**src/rtl/nibble_pkg.sv**
```systemverilog
`default_nettype none
// ============================================================================
// Module  : nibble_pkg
// Purpose : Shared types and default sizes for the nibble execute stage.
//           Holds the opcode encoding, the execute FSM state encoding and the
//           default DW / PCW / RAM_AW values used by the interface and RTL.
// Ports   : none (package)
// Revision: 1.0  initial release
// ============================================================================
package nibble_pkg;

  localparam int DW_DEF     = 8;  // data width
  localparam int PCW_DEF    = 4;  // program counter / decoded addr width
  localparam int RAM_AW_DEF = 5;  // RAM address width

  typedef enum logic [2:0] {
    OP_NOP   = 3'b000,
    OP_ADD   = 3'b001,
    OP_SUB   = 3'b010,
    OP_AND   = 3'b011,
    OP_LOAD  = 3'b100,
    OP_STORE = 3'b101,
    OP_JMP   = 3'b110,
    OP_JZ    = 3'b111
  } op_t;

  typedef enum logic [1:0] {
    S_IDLE     = 2'd0,
    S_EXEC     = 2'd1,
    S_MEM_WAIT = 2'd2,
    S_HALT     = 2'd3
  } exec_state_t;

  // Opcodes whose result comes from the ALU and updates acc and both flags.
  function automatic logic is_alu_op(input op_t o);
    return (o == OP_ADD) || (o == OP_SUB) || (o == OP_AND);
  endfunction

endpackage
`default_nettype wire

```
**src/rtl/nibble_exec_if.sv**
```systemverilog
`default_nettype none
// ============================================================================
// Module  : nibble_exec_if
// Purpose : Bundles the decoder handshake, PC register and RAM port signals
//           of the execute stage.
// Ports   : master - decoder/PC/RAM environment side
//           slave  - execute stage side
//   instr_valid/instr_ready  instruction handshake
//   op/x/y/addr/pc_cur       decoded fields and current PC
//   pc_next/pc_load          PC register update
//   ram_addr/ram_we/ram_wdata/ram_rdata  synchronous RAM port (1-cycle read)
// Revision: 1.0  initial release
// ============================================================================
interface nibble_exec_if
  import nibble_pkg::*;
#(
  parameter int DW     = DW_DEF,
  parameter int PCW    = PCW_DEF,
  parameter int RAM_AW = RAM_AW_DEF
);

  logic              instr_valid;
  logic              instr_ready;
  logic [2:0]        op;
  logic [DW-1:0]     x;
  logic [DW-1:0]     y;
  logic [PCW-1:0]    addr;
  logic [PCW-1:0]    pc_cur;
  logic [PCW-1:0]    pc_next;
  logic              pc_load;
  logic [RAM_AW-1:0] ram_addr;
  logic              ram_we;
  logic [DW-1:0]     ram_wdata;
  logic [DW-1:0]     ram_rdata;

  modport master (
    output instr_valid, op, x, y, addr, pc_cur, ram_rdata,
    input  instr_ready, pc_next, pc_load, ram_addr, ram_we, ram_wdata
  );

  modport slave (
    input  instr_valid, op, x, y, addr, pc_cur, ram_rdata,
    output instr_ready, pc_next, pc_load, ram_addr, ram_we, ram_wdata
  );

endinterface
`default_nettype wire

```
**src/rtl/nibble_alu.sv**
```systemverilog
`default_nettype none
// ============================================================================
// Module  : nibble_alu
// Purpose : Combinational ALU for ADD / SUB / AND. Other opcodes return a
//           zero result with carry clear; the caller ignores them.
// Ports   : op      in   opcode
//           x, y    in   operands (DW bits)
//           result  out  DW-bit result
//           carry   out  ADD carry-out / SUB borrow (x < y) / 0 for AND
//           zero    out  result == 0
// Revision: 1.0  initial release
// ============================================================================
module nibble_alu
  import nibble_pkg::*;
#(
  parameter int DW = DW_DEF
) (
  input  op_t           op,
  input  logic [DW-1:0] x,
  input  logic [DW-1:0] y,
  output logic [DW-1:0] result,
  output logic          carry,
  output logic          zero
);

  always_comb begin
    result = '0;
    carry  = 1'b0;
    case (op)
      OP_ADD: {carry, result} = {1'b0, x} + {1'b0, y};
      OP_SUB: begin
        result = x - y;
        carry  = (x < y);
      end
      OP_AND: result = x & y;
      default: begin
        result = '0;
        carry  = 1'b0;
      end
    endcase
  end

  assign zero = (result == '0);

endmodule
`default_nettype wire

```
**src/rtl/nibble_exec.sv**
```systemverilog
`default_nettype none
// ============================================================================
// Module  : nibble_exec
// Purpose : Execute/control stage behind the instruction decoder. Accepts one
//           decoded instruction in IDLE, executes it in EXEC (plus MEM_WAIT
//           for LOAD), owns the accumulator and Z/C flags, and drives the PC
//           register update and the synchronous RAM port. A JMP to its own
//           address parks the block in HALT until reset.
// Ports   : clock      in   rising-edge clock
//           reset      in   asynchronous active-high reset
//           bus        --   nibble_exec_if.slave (handshake, PC, RAM)
//           acc        out  accumulator
//           flag_z     out  zero flag
//           flag_c     out  carry/borrow flag
//           halt       out  sticky halt indicator
//           retire_cnt out  16-bit count of pc_load cycles
//                           (only with NIBBLE_EXEC_RETIRE_CNT_EN defined)
// Config  : NIBBLE_EXEC_RETIRE_CNT_EN - adds the retire counter port.
// Revision: 1.0  initial release
// ============================================================================
module nibble_exec
  import nibble_pkg::*;
#(
  parameter int DW     = DW_DEF,
  parameter int PCW    = PCW_DEF,
  parameter int RAM_AW = RAM_AW_DEF
) (
  input  logic          clock,
  input  logic          reset,
  nibble_exec_if.slave  bus,
  output logic [DW-1:0] acc,
  output logic          flag_z,
  output logic          flag_c,
  output logic          halt
`ifdef NIBBLE_EXEC_RETIRE_CNT_EN
  ,
  output logic [15:0]   retire_cnt
`endif
);

  exec_state_t       state;
  exec_state_t       state_next;

  // Fields captured on acceptance; EXEC works only from these.
  op_t               op_q;
  logic [DW-1:0]     x_q;
  logic [DW-1:0]     y_q;
  logic [PCW-1:0]    addr_q;
  logic [PCW-1:0]    pc_q;

  logic [PCW-1:0]    pc_inc;
  logic [RAM_AW-1:0] addr_ext;
  logic              accept;

  logic [DW-1:0]     alu_result;
  logic              alu_carry;
  logic              alu_zero;

  logic              instr_ready;
  logic              pc_load;
  logic [PCW-1:0]    pc_next;
  logic              ram_we;
  logic [RAM_AW-1:0] ram_addr;
  logic [DW-1:0]     ram_wdata;

  assign pc_inc   = pc_q + PCW'(1);   // wraps modulo 2^PCW
  assign addr_ext = RAM_AW'(addr_q);  // zero-extend decoded addr
  assign accept   = (state == S_IDLE) && bus.instr_valid;

  nibble_alu #(
    .DW(DW)
  ) u_alu (
    .op     (op_q),
    .x      (x_q),
    .y      (y_q),
    .result (alu_result),
    .carry  (alu_carry),
    .zero   (alu_zero)
  );

  // --------------------------------------------------------------------------
  // FSM state register
  // --------------------------------------------------------------------------
  always_ff @(posedge clock or posedge reset) begin
    if (reset) begin
      state <= S_IDLE;
    end else begin
      state <= state_next;
    end
  end

  // --------------------------------------------------------------------------
  // Next state and Moore outputs. Strobes and buses idle at zero so that a
  // reset in any state immediately drops ram_we / pc_load.
  // --------------------------------------------------------------------------
  always_comb begin
    state_next  = state;
    instr_ready = 1'b0;
    pc_load     = 1'b0;
    pc_next     = '0;
    ram_we      = 1'b0;
    ram_addr    = '0;
    ram_wdata   = '0;
    halt        = 1'b0;

    case (state)
      S_IDLE: begin
        instr_ready = 1'b1;
        if (bus.instr_valid) begin
          state_next = S_EXEC;
        end
      end

      S_EXEC: begin
        state_next = S_IDLE;
        case (op_q)
          OP_NOP, OP_ADD, OP_SUB, OP_AND: begin
            pc_load = 1'b1;
            pc_next = pc_inc;
          end
          OP_LOAD: begin
            // Address goes out now; data returns next cycle in MEM_WAIT.
            ram_addr   = addr_ext;
            state_next = S_MEM_WAIT;
          end
          OP_STORE: begin
            ram_we    = 1'b1;
            ram_addr  = addr_ext;
            ram_wdata = acc;
            pc_load   = 1'b1;
            pc_next   = pc_inc;
          end
          OP_JMP: begin
            // A jump to itself is the program's stop request.
            if (addr_q == pc_q) begin
              state_next = S_HALT;
            end else begin
              pc_load = 1'b1;
              pc_next = addr_q;
            end
          end
          OP_JZ: begin
            pc_load = 1'b1;
            pc_next = flag_z ? addr_q : pc_inc;
          end
          default: begin
            pc_load = 1'b1;
            pc_next = pc_inc;
          end
        endcase
      end

      S_MEM_WAIT: begin
        pc_load    = 1'b1;
        pc_next    = pc_inc;
        state_next = S_IDLE;
      end

      S_HALT: begin
        halt = 1'b1;
      end

      default: begin
        state_next = S_IDLE;
      end
    endcase
  end

  assign bus.instr_ready = instr_ready;
  assign bus.pc_load     = pc_load;
  assign bus.pc_next     = pc_next;
  assign bus.ram_we      = ram_we;
  assign bus.ram_addr    = ram_addr;
  assign bus.ram_wdata   = ram_wdata;

  // --------------------------------------------------------------------------
  // Instruction capture, accumulator and flags
  // --------------------------------------------------------------------------
  always_ff @(posedge clock or posedge reset) begin
    if (reset) begin
      op_q   <= OP_NOP;
      x_q    <= '0;
      y_q    <= '0;
      addr_q <= '0;
      pc_q   <= '0;
      acc    <= '0;
      flag_z <= 1'b0;
      flag_c <= 1'b0;
    end else begin
      if (accept) begin
        op_q   <= op_t'(bus.op);
        x_q    <= bus.x;
        y_q    <= bus.y;
        addr_q <= bus.addr;
        pc_q   <= bus.pc_cur;
      end

      if ((state == S_EXEC) && is_alu_op(op_q)) begin
        acc    <= alu_result;
        flag_c <= alu_carry;
        flag_z <= alu_zero;
      end

      // LOAD completion: carry is left untouched.
      if (state == S_MEM_WAIT) begin
        acc    <= bus.ram_rdata;
        flag_z <= (bus.ram_rdata == '0);
      end
    end
  end

`ifdef NIBBLE_EXEC_RETIRE_CNT_EN
  // Counts every PC update; entering HALT has no pc_load so is not counted.
  always_ff @(posedge clock or posedge reset) begin
    if (reset) begin
      retire_cnt <= '0;
    end else if (pc_load) begin
      retire_cnt <= retire_cnt + 16'd1;
    end
  end
`endif

endmodule
`default_nettype wire

```
**src/flat_wrapper.sv**
```systemverilog
// flat-port wrapper written by rule: the top's interface ports become plain ports
module nibble_exec_flat import nibble_pkg::*;
#(
  parameter int DW     = DW_DEF,
  parameter int PCW    = PCW_DEF,
  parameter int RAM_AW = RAM_AW_DEF
)
  (clock, reset, acc, flag_z, flag_c, halt, bus_instr_valid, bus_op, bus_x, bus_y, bus_addr, bus_pc_cur, bus_ram_rdata, bus_instr_ready, bus_pc_next, bus_pc_load, bus_ram_addr, bus_ram_we, bus_ram_wdata);
  nibble_exec_if #(.DW(DW), .PCW(PCW), .RAM_AW(RAM_AW)) bus_i ();
  input  logic clock;
  input  logic reset;
  output logic [DW-1:0] acc;
  output logic flag_z;
  output logic flag_c;
  output logic halt;
  input wire logic [$bits(bus_i.instr_valid)-1:0] bus_instr_valid;
  input wire logic [$bits(bus_i.op)-1:0] bus_op;
  input wire logic [$bits(bus_i.x)-1:0] bus_x;
  input wire logic [$bits(bus_i.y)-1:0] bus_y;
  input wire logic [$bits(bus_i.addr)-1:0] bus_addr;
  input wire logic [$bits(bus_i.pc_cur)-1:0] bus_pc_cur;
  input wire logic [$bits(bus_i.ram_rdata)-1:0] bus_ram_rdata;
  output wire logic [$bits(bus_i.instr_ready)-1:0] bus_instr_ready;
  output wire logic [$bits(bus_i.pc_next)-1:0] bus_pc_next;
  output wire logic [$bits(bus_i.pc_load)-1:0] bus_pc_load;
  output wire logic [$bits(bus_i.ram_addr)-1:0] bus_ram_addr;
  output wire logic [$bits(bus_i.ram_we)-1:0] bus_ram_we;
  output wire logic [$bits(bus_i.ram_wdata)-1:0] bus_ram_wdata;
  assign bus_i.instr_valid = bus_instr_valid;
  assign bus_i.op = bus_op;
  assign bus_i.x = bus_x;
  assign bus_i.y = bus_y;
  assign bus_i.addr = bus_addr;
  assign bus_i.pc_cur = bus_pc_cur;
  assign bus_i.ram_rdata = bus_ram_rdata;
  assign bus_instr_ready = bus_i.instr_ready;
  assign bus_pc_next = bus_i.pc_next;
  assign bus_pc_load = bus_i.pc_load;
  assign bus_ram_addr = bus_i.ram_addr;
  assign bus_ram_we = bus_i.ram_we;
  assign bus_ram_wdata = bus_i.ram_wdata;
  nibble_exec #(.DW(DW), .PCW(PCW), .RAM_AW(RAM_AW)) u_core (.clock(clock), .reset(reset), .bus(bus_i), .acc(acc), .flag_z(flag_z), .flag_c(flag_c), .halt(halt));
endmodule
```
**config.mk**
```make
export PLATFORM = sky130hd
export DESIGN_NAME = nibble_exec_flat
export DESIGN_NICKNAME = d
export VERILOG_FILES = /design/src/rtl/nibble_pkg.sv /design/src/rtl/nibble_exec_if.sv /design/src/rtl/nibble_alu.sv /design/src/rtl/nibble_exec.sv /design/src/flat_wrapper.sv
export SDC_FILE = /design/constraint.sdc
export NUM_CORES = 1
export LEC_CHECK = 0
export ABC_CLOCK_PERIOD_IN_PS = 4400
export CAP_MARGIN = 20
export CORE_AREA = 2 2 77 79
export CTS_CLUSTER_DIAMETER = 200
export DETAILED_ROUTE_END_ITERATION = 8
export DIE_AREA = 0 0 79 81
export PLACE_DENSITY_LB_ADDON = 0.12
export SYNTH_ARGS = -nofsm -noshare
export SYNTH_HDL_FRONTEND = slang
export SYNTH_SLANG_ARGS = --single-unit
```
**constraint.sdc**
```tcl
create_clock -name clock -period 4.4 [get_ports clock]
set_clock_uncertainty 0.1 [all_clocks]
set_input_delay 0.66 -clock clock [delete_from_list [all_inputs] [get_ports clock]]
set_output_delay 0.66 -clock clock [all_outputs]
set_load 0.02 [all_outputs]
```
---- After elaboration in Yosys (flattened, before gate mapping) ----
Cells that the tools add are included.
word-level totals
  bits in latches ......................... 0
  memories ................................ 0
  register bits ........................... 39
  input port bits ......................... 38
  memory bits (writable) .................. 0
  logic and storage cells ................. 65
  output and inout bits ................... 31
  bits in read-only memories .............. 0
cells by class
  reduce and logical (&&, ||, !) cells .... 14
  bitwise gates (word level) .............. 1
  add/subtract/negate cells ............... 3
  shift operators ......................... 0
  muxes and demuxes ....................... 25
  equal/unequal tests ..................... 12
  multiply operators ...................... 0
  magnitude comparators ................... 1
  divide/modulo/power cells ............... 0
operators with widths
  kind                                                                   number
  8-bit two-way mux                                                      4
  8-bit one-hot mux with 3 select lines                                  1
  8-bit zero test                                                        2
  3-bit equality test, second input constant                             4
  4-bit two-way mux                                                      3
  4-bit one-hot mux with 3 select lines                                  1
  8-bit by 8-bit adder with 9-bit output                                 1
  8-bit bitwise AND                                                      1
  8-bit less-than comparator                                             1
  4-bit one-hot mux with 2 select lines                                  1
  8-bit subtractor                                                       1
  1-bit two-way mux                                                      7
  3-bit by 2-bit equality test with 1-bit output, second input constant  2
  1-bit one-hot mux with 2 select lines                                  3
  2-bit one-hot mux with 3 select lines                                  1
  6-bit OR reduction                                                     1
  5-bit two-way mux                                                      1
  5-bit OR reduction                                                     1
  4-bit by 1-bit adder with 4-bit output, second input constant          1
  2-bit equality test, second input constant                             2
  4-bit equality test                                                    1
  2-bit two-way mux                                                      2
  2-bit one-hot mux with 2 select lines                                  1
  3-bit by 1-bit equality test with 1-bit output, second input constant  1
  other kinds (10)                                                       12

---- Logic depth before layout (Yosys ltp) ----
Gate-level depths: netlist (run 1).
  depth after elaboration ................. 6
  depth in mapped cells ................... 10
  mapped depth without buffers ............ 10

---- Modules after synthesis ----
Synthesis (run 1) repeated with hierarchy kept, for this count alone.
second synthesis, totals
  cell total of the unflattened synthesis .. 321
  area total of the unflattened synthesis .. 3054.2 um^2
modules (own cells, without submodules)
  module       area an instance (um^2)  instances  cells an instance  sequential area each (um^2)
  nibble_exec  2011.9                   1          175                975.9
  nibble_alu   1042.2                   1          146                0.0

---- Worst setup path before layout (run 1) ----
No wires, ideal clock.
  path kind ............................... flip-flop to flip-flop
  start point ............................. register u_core.y_q[0]
  end point ............................... register u_core.flag_z
  library setup time ...................... 120 ps
  cell stages (with the launch flop) ...... 9
  path buffers ............................ 0
  clock period less this slack ............ 2589 ps
  data required time ...................... 4180 ps
  data arrival time ....................... 2369 ps
  slack ................................... 1811 ps
  cells stage by stage .................... dfrtp_1 > ha_1 > fa_1 > nor2b_1 > o211a_1 > or3_1 > o221a_2 > o2111a_1 > a31o_1
on the way
  longest elaborated chain between the ends .. 5
  elaborated cells between the ends (all ways) .. 7
  those cells by class .................... add/sub (2); mux (3); bitwise (1); reduce/logical (1)
ends and longest elaborated chain
  what                                            RTL line            source
  start, declared                                 nibble_exec.sv:47   logic [DW-1:0] y_q;
  start signal, assigned                          nibble_exec.sv:193  y_q <= bus.y;
  8-bit subtractor, or another cell as far along  nibble_alu.sv:32    result = x - y;
  8-bit one-hot mux with 3 select lines *         nibble_alu.sv:29    case (op)
  8-bit zero test *                               nibble_alu.sv:43    assign zero = (result == '0);
  1-bit two-way mux *                             nibble_exec.sv:198  if ((state == S_EXEC) && is_alu_op(op_q)) begin
  1-bit two-way mux *                             nibble_exec.sv:205  if (state == S_MEM_WAIT) begin
  end signal, assigned                            nibble_exec.sv:201  flag_z <= alu_zero;
  end signal, assigned                            nibble_exec.sv:207  flag_z <= (bus.ram_rdata == '0);
  end, declared                                   nibble_exec.sv:32   output logic flag_z,
Every way passes the cells marked *; elsewhere a longest branch is shown, timed or not. The select of a mux whose other input is x is not followed.
A chain may end at the register's enable or synchronous reset.

---- Worst setup path after layout (run 1) ----
  start point ............................. register u_core.state[0]
  end point ............................... output port bus_pc_next[3]
on the way
  longest elaborated chain between the ends .. 2
  elaborated cells between the ends (all ways) .. 3
  those cells by class .................... eq/ne (2); mux (1)
ends and longest elaborated chain
  what                                                                                   RTL line            source
  start, declared                                                                        nibble_exec.sv:41   exec_state_t state;
  start signal, assigned                                                                 nibble_exec.sv:88   state <= state_next;
  2-bit equality test or 2-bit by 1-bit equality test with 1-bit output (tied branches)  nibble_exec.sv:106  case (state)
  4-bit one-hot mux with 2 select lines *                                                nibble_exec.sv:106
  end, declared                                                                          flat_wrapper.sv:24  output wire logic [$bits(bus_i.pc_next)-1:0] bus_pc_next;
Every way passes the cells marked *; elsewhere a longest branch is shown, timed or not.

==> results of run 1 <==
==> cells in the mapped netlist, types with 2 or more instances <==
cell type  count  area [sq um]
o211a_1        2          20.0
o311a_1        2          20.0
a22oi_1        4          30.0
inv_1         17          63.8
fa_1           2          40.0
and3_1        10          62.6
clkbuf_1      16          60.1
nand4_1        2          12.5
a221o_1        2          20.0
a31oi_1        4          25.0
o21ai_0       12          60.1
dfrtp_1       39           976
xnor2_1        7          61.3
nand3b_1       3          22.5
o31ai_1        4          30.0
nand2b_1      10          62.6
nor2b_1       15          93.8
a311oi_1       2          17.5
o211ai_1       3          22.5
a21o_1         5          37.5
o22ai_1        2          12.5
ha_1          22           275
o221ai_1       3          26.3
nor4_1         4          25.0
mux2i_1        3          30.0
a211o_1        2          17.5
nor3_1         5          25.0
a32oi_1        4          35.0
buf_2          3          15.0
a21oi_1       12          60.1
and2_1         7          43.8
mux2_2        29           327
nor2_1        13          48.8
nand3_1        8          40.0
nand2_1       17          63.8
a211oi_1       5          37.5
==> flip-flops by register name (all words and copies together), names as in the netlist <==
register / cells
u_core.addr_q: 4
u_core.acc: 8
u_core.flag_c: 1
u_core.y_q: 8
u_core.pc_q: 4
u_core.flag_z: 1
u_core.state: 2
u_core.x_q: 8
u_core.op_q: 3
==> power by group <==
part	internal [mW]	switching, mW	leakage, nW
clock	0.129	0.132	0.0484
combinational	1.05	1.21	1.11
sequential	0.538	0.236	0.468
total	1.72	1.58	1.63
==> worst register-to-register path, cell delays in order, from the launching register on <==
cell	delay, ns
dfrtp_1	0.40
inv_1	0.09
ha_1	0.14
inv_1	0.04
fa_1	0.40
a211oi_1	0.42
nor2_1	0.20
a221o_1	0.33
a32oi_1	0.29
o2111a_1	0.25
a31o_1	0.14
==> per-stage QoR <==
step | utilization | cells | hold WS (ns) | setup slack, ns
after floorplan | - | 320 | 0.399 | 1.81
after global placement | 0.647 | 442 | 0.365 | 1.48
after CTS | 0.673 | 452 | 0.421 | 1.10
after detailed placement | 0.657 | 444 | 0.402 | 1.45
after global routing | 0.673 | 452 | 0.454 | 0.942
final | 0.673 | 452 | 0.410 | 1.11
==> path summary, 6_finish.rpt <==
| path | from | endpoint | slack (ns) | cells past startpoint |
|---|---|---|---|---|
| setup / recovery | u_core.state[0]$_DFFE_PP0P_ | bus_pc_next[3] | 1.11 | 6 |
| max in group asynchronous | reset | u_core.y_q[6]$_DFFE_PP0P_ | 3.19 | 3 |
| hold / removal | u_core.flag_c$_DFFE_PP0P_ | u_core.flag_c$_DFFE_PP0P_ | 0.41 | 2 |
| hold reg to reg | u_core.flag_c$_DFFE_PP0P_ | u_core.flag_c$_DFFE_PP0P_ | 0.41 | 2 |
| min in group asynchronous | reset | u_core.y_q[7]$_DFFE_PP0P_ | 0.54 | 2 |
| setup reg to reg | u_core.x_q[0]$_DFFE_PP0P_ | u_core.flag_z$_DFFE_PP0P_ | 1.54 | 10 |
==> metal layers <==
layer  part of all wire  vias up  track usage  wire (um)
met1               0.45     1272        0.331       3370
li1                   -     1273            -          -
met2               0.46      101        0.384       3430
met4              0.027        0       0.0862        204
met3              0.060       24       0.0478        450
met5                  0        -            0          0
==> layout make-up <==
type | count | area (sq um)
clock buffer | 7 | 86.3
timing repair buffer | 70 | 733
inverter | 17 | 63.8
multi-input combinational | 243 | 1860
sequential | 39 | 976
clock inverter | 1 | 8.76
tap | 75 | 93.8
fill | 485 | 1850
==> kinds of logic after synthesis <==
logic type                 share of synthesized area
adders and majority gates                      0.105
and+or+nand+nor                                0.192
DFF                                            0.326
muxes                                          0.119
AOI/OAI and AO/OA                              0.180
buffers and inverters                         0.0527
other                                        0.00125
xor gates and xnor gates                      0.0234
==> summary.txt, run 1 <==
Status
  – Run status: finished, final reports clean

Placed design
  – Placed cell area: 3730 sq um
  – Gp weighted congestion: 0.948
  – Port buffer count: 67
  – Final HPWL from detailed placement: 5650 um

Routing
  – Antenna-violating nets left: 0
  – Via density per instance: 5.91
  – Initial DRT Pass Iterations: 5
  – Vias: about 2700
  – DRC: 0
  – Total wire length: 7450 um
  – Routed length per instance: 16.5 um
  – First DRT Iteration DRCs: between 200 and 250

Yosys
  – Count of mapped cells out of synthesis: 320
  – Average cell area after synthesis: 9.35 sq um
  – Async S/R FF share, synth: 1.00
  – Register area share after synthesis: 0.326
  – Main synth FF type: dfrtp_1
  – #FFs+latches synth: 39
  – Number of enable-type register cells in the synthesized netlist: 0
  – Netlist cell types: 56
  – Synth warnings: 0
  – Cell Area, Synth: 2990 sq um
  – Post-Synthesis Net Count: approximately 380

Clocking
  – Root Buffer: clkbuf_8
  – Clock insertion delay at the later pin of the skew report: between 0.2 and 0.3 ns
  – Clock Path Buffers: 2
  – CTS buffer count: 5
  – Clock sink total: 39
  – Setup Fix Bufs, Post-CTS: 0
  – CTS hold repair buffers: 0
  – Level count of the clock H-tree: 2
  – Clk pin slew, worst setup/hold paths: ~0.080 ns
  – Clock tree from TritonCTS: done
  – Cts repair resizes: 0

Finish
  – Most used cells in the layout excluding fill and tap cells: clkdlybuf4s50_1 (67), dfrtp_1 (39), mux2_2 (29)
  – Final cell area excluding filler cells: ~3800 sq um
  – Commonest non-fill, non-tap cell in the layout: clkdlybuf4s50_1
  – Count of antenna diodes in the layout: 0
  – Ratio of cells with drive above 1 in the final layout: 0.117
  – Signed area change from the synthesized netlist to the final layout: 27.7%
  – Number of nets in the layout: approximately 440

Worst setup path
  – Cells along the critical path: inv_1 > ha_1 > a21o_1 > a22oi_1 > nor2b_1 > clkdlybuf4s50_1
  – Worst endpoint data arrival time: 2.53 ns
  – Startpoint-to-endpoint class of the critical path: register to output pin
  – Element type at the critical path end: output pin
  – Family of cells with the greatest summed delay on the critical path: buffers and inverters
  – Sort of element at the start of the critical path: register
  – Required time of the worst setup path: between 3 and 4 ns
  – Standard cell with the maximum stage delay on the critical path: ha_1
  – Crit-path max cell delay: ~0.67 ns
  – Largest fanout on the critical path: 22
  – Total buffers and inverters traversed by the critical path: 2

STA
  – Final critical delay including setup and external delays: around 3.3 ns
  – Count of final hold-check violations: 0
  – Relative slew slack: 0.430
  – Final Setup Violations: 0
  – Post-route clock period utilization: 0.748
  – Max-slew violation count: 0
  – Pin slew with the least headroom to its limit: 0.854 ns
  – Total Negative Setup Slacks: 0 ns
  – Setup repair after global routing missed its margin: false
  – Highest clock frequency the design can meet: 304 MHz

Global route
  – Aggregate global-route resource usage: 0.242
  – Final global-route overflow total: 0
  – Antenna violations before repair: 0
  – Wire length of the first global-routing pass: around 12000 um
  – Number of global-route vias before repair: 2516
  – Pin count of the biggest net entering global routing: 29

Job
  – MaxCap Viol Count: 0

Die
  – Chip Width: slightly below 80 um
  – Core region area: 5680 sq um
  – Area of the die: about 6400 sq um
  – Die extent in y: 81 um
  – Standard-cell rows: 28
  – I/O pin count: 69
  – Initial standard-cell utilization of the core: 0.527

Power
  – Worst VDD drop: slightly below 0.0005 V
  – Total chip power: 3.30 mW
  – Leakage: 1.63 nW
  – Power per unit of standard cell area: 863 nW/um^2

Worst hold path
  – Type of the tightest min-delay check: register to register
Power figures use the tool's default switching activity.
==> inputs of run 2 (changes only) <==
- ABC_CLOCK_PERIOD_IN_PS: 4400 -> 3350
- CORE_AREA: 2 2 77 79 -> 2 2 80 82
- DIE_AREA: 0 0 79 81 -> 0 0 82 84
- clock period: 4.4 -> 3.35 ns (I/O delays scaled with it)
==> summary.txt, run 2 (same netlist as run 1, synthesis figures left out) <==
Die
  – Chip Width: 82 um
  – Core region area: 6100 sq um
  – I/O pin count: 69
  – Standard-cell rows: 29
  – Initial standard-cell utilization of the core: 0.491
  – Die extent in y: ~84 um
  – Area of the die: 6890 sq um

STA
  – Pin slew with the least headroom to its limit: roughly 0.63 ns
  – Count of final hold-check violations: 0
  – Setup repair after global routing missed its margin: false
  – Max-slew violation count: 0
  – Final worst-path setup slack: 0.334 ns
  – Worst hold margin: 0.394 ns
  – Final critical delay including setup and external delays: 3.02 ns
  – Total Negative Setup Slacks: 0 ns
  – Post-route clock period utilization: 0.900
  – Final Setup Violations: 0
  – Relative slew slack: 0.579
  – Highest clock frequency the design can meet: 332 MHz

Routing
  – DRC: 0
  – Vias: 2619
  – Routed length per instance: roughly 17 um
  – Via density per instance: 5.73
  – Total wire length: ~7600 um
  – First DRT Iteration DRCs: 149
  – Initial DRT Pass Iterations: 4
  – Antenna-violating nets left: 0

Power
  – Worst VDD drop: 0.000531 V
  – Internal Pwr Total: around 2.3 mW
  – Proportion of power drawn by flip-flops and latches: 0.227
  – Clock network power share: 0.081
  – Switch share: 0.478
  – Logic pwr share: 0.692
  – Total chip power: 4.32 mW
  – Switching power: about 2.1 mW
  – Leakage: 1.63 nW
  – Power per unit of standard cell area: about 1100 nW/um^2

Worst setup path
  – Worst endpoint data arrival time: about 2.4 ns
  – Standard cell with the maximum stage delay on the critical path: clkdlybuf4s50_1
  – Crit-path max cell delay: 0.60 ns
  – Startpoint-to-endpoint class of the critical path: register to output pin
  – Total buffers and inverters traversed by the critical path: 2
  – Sort of element at the start of the critical path: register
  – Element type at the critical path end: output pin
  – Required time of the worst setup path: 2.75 ns
  – Family of cells with the greatest summed delay on the critical path: buffers and inverters
  – Most common cell type on the critical path: and3_1
  – Cells along the critical path: inv_1 > ha_1 > and3_1 > and3_1 > clkdlybuf4s50_1
  – Largest fanout on the critical path: 13

Global route
  – Number of global-route vias before repair: approximately 2600
  – Pin count of the biggest net entering global routing: 40
  – Wire length of the first global-routing pass: between 10000 and 15000 um
  – Final global-route overflow total: 0
  – Aggregate global-route resource usage: 0.235
  – Antenna violations before repair: 0

Job
  – MaxCap Viol Count: 0

Placed design
  – Port buffer count: 67
  – Placed cell area: around 3700 sq um
  – Post-placement cell count: 449
  – Worst slack at placement: approximately 0.62 ns
  – Gp weighted congestion: 0.954
  – Final HPWL from detailed placement: 5810 um

Status
  – Run status: finished, final reports clean

Finish
  – Count of antenna diodes in the layout: 0
  – Final cell area excluding filler cells: 3810 sq um
  – Utilization after layout: 0.624
  – Number of nets in the layout: 441
  – Most used cells in the layout excluding fill and tap cells: clkdlybuf4s50_1 (67), dfrtp_1 (39), mux2_2 (29)
  – Commonest non-fill, non-tap cell in the layout: clkdlybuf4s50_1
  – Final non-filler cell total: approximately 460
  – Signed area change from the synthesized netlist to the final layout: 27.2%
  – Ratio of cells with drive above 1 in the final layout: 0.124
  – Largest registers: u_core.acc (8), u_core.x_q (8), u_core.y_q (8)

Clocking
  – Clock sink total: 39
  – Cts repair resizes: 0
  – Clock insertion delay at the later pin of the skew report: 0.30 ns
  – Clk pin slew, worst setup/hold paths: 0.09 ns
  – Clock tree from TritonCTS: done
  – Root Buffer: clkbuf_8
  – CTS buffer count: 5
  – Level count of the clock H-tree: 2
  – Setup Fix Bufs, Post-CTS: 0
  – Clock Path Buffers: 2
  – CTS hold repair buffers: 0

Worst hold path
  – Type of the tightest min-delay check: register to register
-- run 2: final timing paths --
path	start	to	slack, ns	cells after the start
max	u_core.state[1]$_DFFE_PP0P_	bus_ram_wdata[0]	0.33	5
min	u_core.flag_c$_DFFE_PP0P_	u_core.flag_c$_DFFE_PP0P_	0.39	2
max reg2reg	u_core.x_q[5]$_DFFE_PP0P_	u_core.flag_z$_DFFE_PP0P_	0.59	7
min reg2reg	u_core.flag_c$_DFFE_PP0P_	u_core.flag_c$_DFFE_PP0P_	0.39	2
max in group asynchronous	reset	u_core.state[1]$_DFFE_PP0P_	2.23	3
min in group asynchronous	reset	u_core.x_q[2]$_DFFE_PP0P_	0.55	3
-- run 2: power groups by stage --
stage | logic, mW | registers [mW] | clock network [mW]
finish | 2.99 | 0.983 | 0.349
global route | 3.29 | 1.02 | 0.373
CTS | 2.98 | 0.984 | 0.359
detailed placement | 2.97 | 0.994 | 0
global placement | 2.95 | 0.968 | 0
floorplan | 2.16 | 0.938 | 0
-- run 2: worst register-to-register path: stages (launching register included) --
cell,delay [ns]
dfrtp_1,0.41
ha_1,0.49
a21oi_1,0.29
a21oi_1,0.09
or4b_2,0.62
a32oi_1,0.30
o21ai_0,0.13
a31o_1,0.22
-- run 2: final cells by class --
cell class / instances / area (sq um)
sequential: 39 / 976
fill: 546 / 2290
clock buffer: 7 / 86.3
timing repair buffer: 73 / 716
inverter: 17 / 63.8
multi-input combinational: 243 / 1860
clock inverter: 1 / 8.76
tap: 77 / 96.3
-- run 2: per-layer routing --
layer	global-route usage	routed length, um	share of wire
met3	0.0400	359	0.047
met5	0	0	0
met2	0.378	3610	0.48
met4	0.0621	85	0.011
met1	0.323	3500	0.46
==> inputs of run 3 (changes only) <==
- REMOVE_ABC_BUFFERS: default -> 1
- SKIP_CTS_REPAIR_TIMING: default -> 1
==> summary.txt, run 3 (same netlist as run 1, synthesis figures left out) <==
Finish
  – Final non-filler cell total: 456
  – Signed area change from the synthesized netlist to the final layout: 26.9%
  – Final cell area excluding filler cells: 3800 sq um
  – Utilization after layout: 0.623
  – Ratio of cells with drive above 1 in the final layout: 0.124
  – Commonest non-fill, non-tap cell in the layout: clkdlybuf4s50_1
  – Number of nets in the layout: 441
  – Count of antenna diodes in the layout: 0
  – Largest registers: u_core.acc (8), u_core.x_q (8), u_core.y_q (8)
  – Most used cells in the layout excluding fill and tap cells: clkdlybuf4s50_1 (67), dfrtp_1 (39), mux2_2 (29)

Power
  – Switching power: 2.05 mW
  – Proportion of power drawn by flip-flops and latches: 0.229
  – Clock network power share: 0.075
  – Power per unit of standard cell area: between 1000 and 1500 nW/um^2
  – Internal Pwr Total: 2.26 mW
  – Logic pwr share: 0.695
  – Leakage: around 1.6 nW
  – Worst VDD drop: 0.000538 V
  – Switch share: 0.475

STA
  – Highest clock frequency the design can meet: ~330 MHz
  – Max-slew violation count: 0
  – Setup repair after global routing missed its margin: false
  – Pin slew with the least headroom to its limit: 0.713 ns
  – Total Negative Setup Slacks: 0 ns
  – Final Setup Violations: 0
  – Relative slew slack: 0.523
  – Final critical delay including setup and external delays: 3.06 ns
  – Count of final hold-check violations: 0
  – Post-route clock period utilization: 0.913

Routing
  – First DRT Iteration DRCs: 146
  – Antenna-violating nets left: 0
  – Vias: 2604
  – Via density per instance: 5.71
  – Total wire length: about 7400 um
  – Total routed wire length on the met1 layer: 3440 um
  – Met3 WL post-DR: 360 um
  – Initial DRT Pass Iterations: 4
  – Routed length per instance: approximately 16 um
  – DRC: 0
  – Met2 wirelength from detailed routing: 3570 um
  – Top layer reached by signal wires: met4

Placed design
  – Placed cell area: 3710 sq um
  – Final HPWL from detailed placement: 5610 um
  – Post-placement cell count: approximately 450
  – Port buffer count: 67
  – Gp weighted congestion: between 0.8 and 0.9

Global route
  – Final global-route overflow total: 0
  – Pin count of the biggest net entering global routing: 40
  – Antenna violations before repair: 0
  – Aggregate global-route resource usage: 0.226
  – Wire length of the first global-routing pass: approximately 12000 um
  – Number of global-route vias before repair: 2563

Worst setup path
  – Worst endpoint data arrival time: 2.46 ns
  – Sort of element at the start of the critical path: register
  – Cells along the critical path: inv_1 > ha_1 > and3_1 > and3_1 > clkdlybuf4s50_1
  – Crit-path max cell delay: around 0.60 ns
  – Most common cell type on the critical path: and3_1
  – Startpoint-to-endpoint class of the critical path: register to output pin
  – Standard cell with the maximum stage delay on the critical path: clkdlybuf4s50_1
  – Largest fanout on the critical path: 13
  – Element type at the critical path end: output pin
  – Required time of the worst setup path: 2.75 ns

Clocking
  – Clock sink total: 39
  – Clk pin slew, worst setup/hold paths: 0.08 ns
  – CTS buffer count: 5
  – Root Buffer: clkbuf_8
  – Level count of the clock H-tree: 2
  – Clock insertion delay at the later pin of the skew report: 0.29 ns
  – Clock Path Buffers: 2
  – Clock tree from TritonCTS: done

Die
  – Initial standard-cell utilization of the core: 0.491
  – Die extent in y: 84 um
  – Area of the die: 6890 sq um
  – Core region area: between 6000 and 7000 sq um
  – Standard-cell rows: 29
  – Chip Width: between 80 and 90 um
  – I/O pin count: 69

Status
  – Run status: finished, final reports clean

Job
  – MaxCap Viol Count: 0

Worst hold path
  – Type of the tightest min-delay check: register to register
[run 3: cell count changes in the layout (fill, tap and decap cells not counted), sizes merged]
| cell | delta |
|---|---|
| clkbuf | -1 |
[run 3: final timing paths]
kind | end | slack [ns] | from | depth (start not counted)
worst max-delay path | bus_ram_wdata[0] | 0.29 | u_core.state[1]$_DFFE_PP0P_ | 5
worst min-delay path | u_core.flag_c$_DFFE_PP0P_ | 0.39 | u_core.flag_c$_DFFE_PP0P_ | 2
worst max register to register | u_core.flag_z$_DFFE_PP0P_ | 0.55 | u_core.y_q[0]$_DFFE_PP0P_ | 8
worst min register to register | u_core.flag_c$_DFFE_PP0P_ | 0.39 | u_core.flag_c$_DFFE_PP0P_ | 2
max in group asynchronous | u_core.acc[7]$_DFFE_PP0P_ | 2.26 | reset | 3
min in group asynchronous | u_core.addr_q[3]$_DFFE_PP0P_ | 0.54 | reset | 3
[run 3: power by group through the flow]
| stage | sequential, mW | combinational (mW) | clock [mW] |
|---|---|---|---|
| finish | 0.987 | 2.99 | 0.325 |
| global route | 1.03 | 3.32 | 0.352 |
| CTS | 0.988 | 2.99 | 0.336 |
| detailed placement | 0.995 | 2.98 | 0 |
| global placement | 0.976 | 2.97 | 0 |
| floorplan | 0.994 | 2.03 | 0 |
[run 3: final cells by class]
type | instances | area, sq um
inverters | 17 | 63.8
fillers | 542 | 2300
well taps | 77 | 96.3
flip-flops and latches | 39 | 976
clock inverters | 1 | 5.00
repair buffers | 73 | 716
multi-input cells | 243 | 1860
clock buffers | 6 | 82.6
[run 3: per-layer routing]
layer | global-route usage | vias to the layer above
met4 | 0.0364 | 0
met2 | 0.375 | 69
met3 | 0.0346 | 2
met5 | 0 | -
met1 | 0.314 | 1260
li1 | - | 1273
[run 3: critical path, delay by kind of cell (launching register included)]
kind          cells  cell delay, ns
buf+inv           2            0.69
fa+ha+maj         1            0.34
flops             1            0.42
simple gates      2            0.72
[run 3: through the flow]
| stage | power (mW) | setup slack [ns] | hold slack [ns] |
|---|---|---|---|
| after detailed placement | 3.98 | 0.572 | 0.372 |
| after global routing | 4.70 | 0.115 | 0.445 |
| after floorplan | 3.03 | 0.755 | 0.399 |
| after CTS | 4.31 | 0.243 | 0.389 |
| final | 4.30 | 0.292 | 0.386 |
| after global placement | 3.94 | 0.633 | 0.366 |
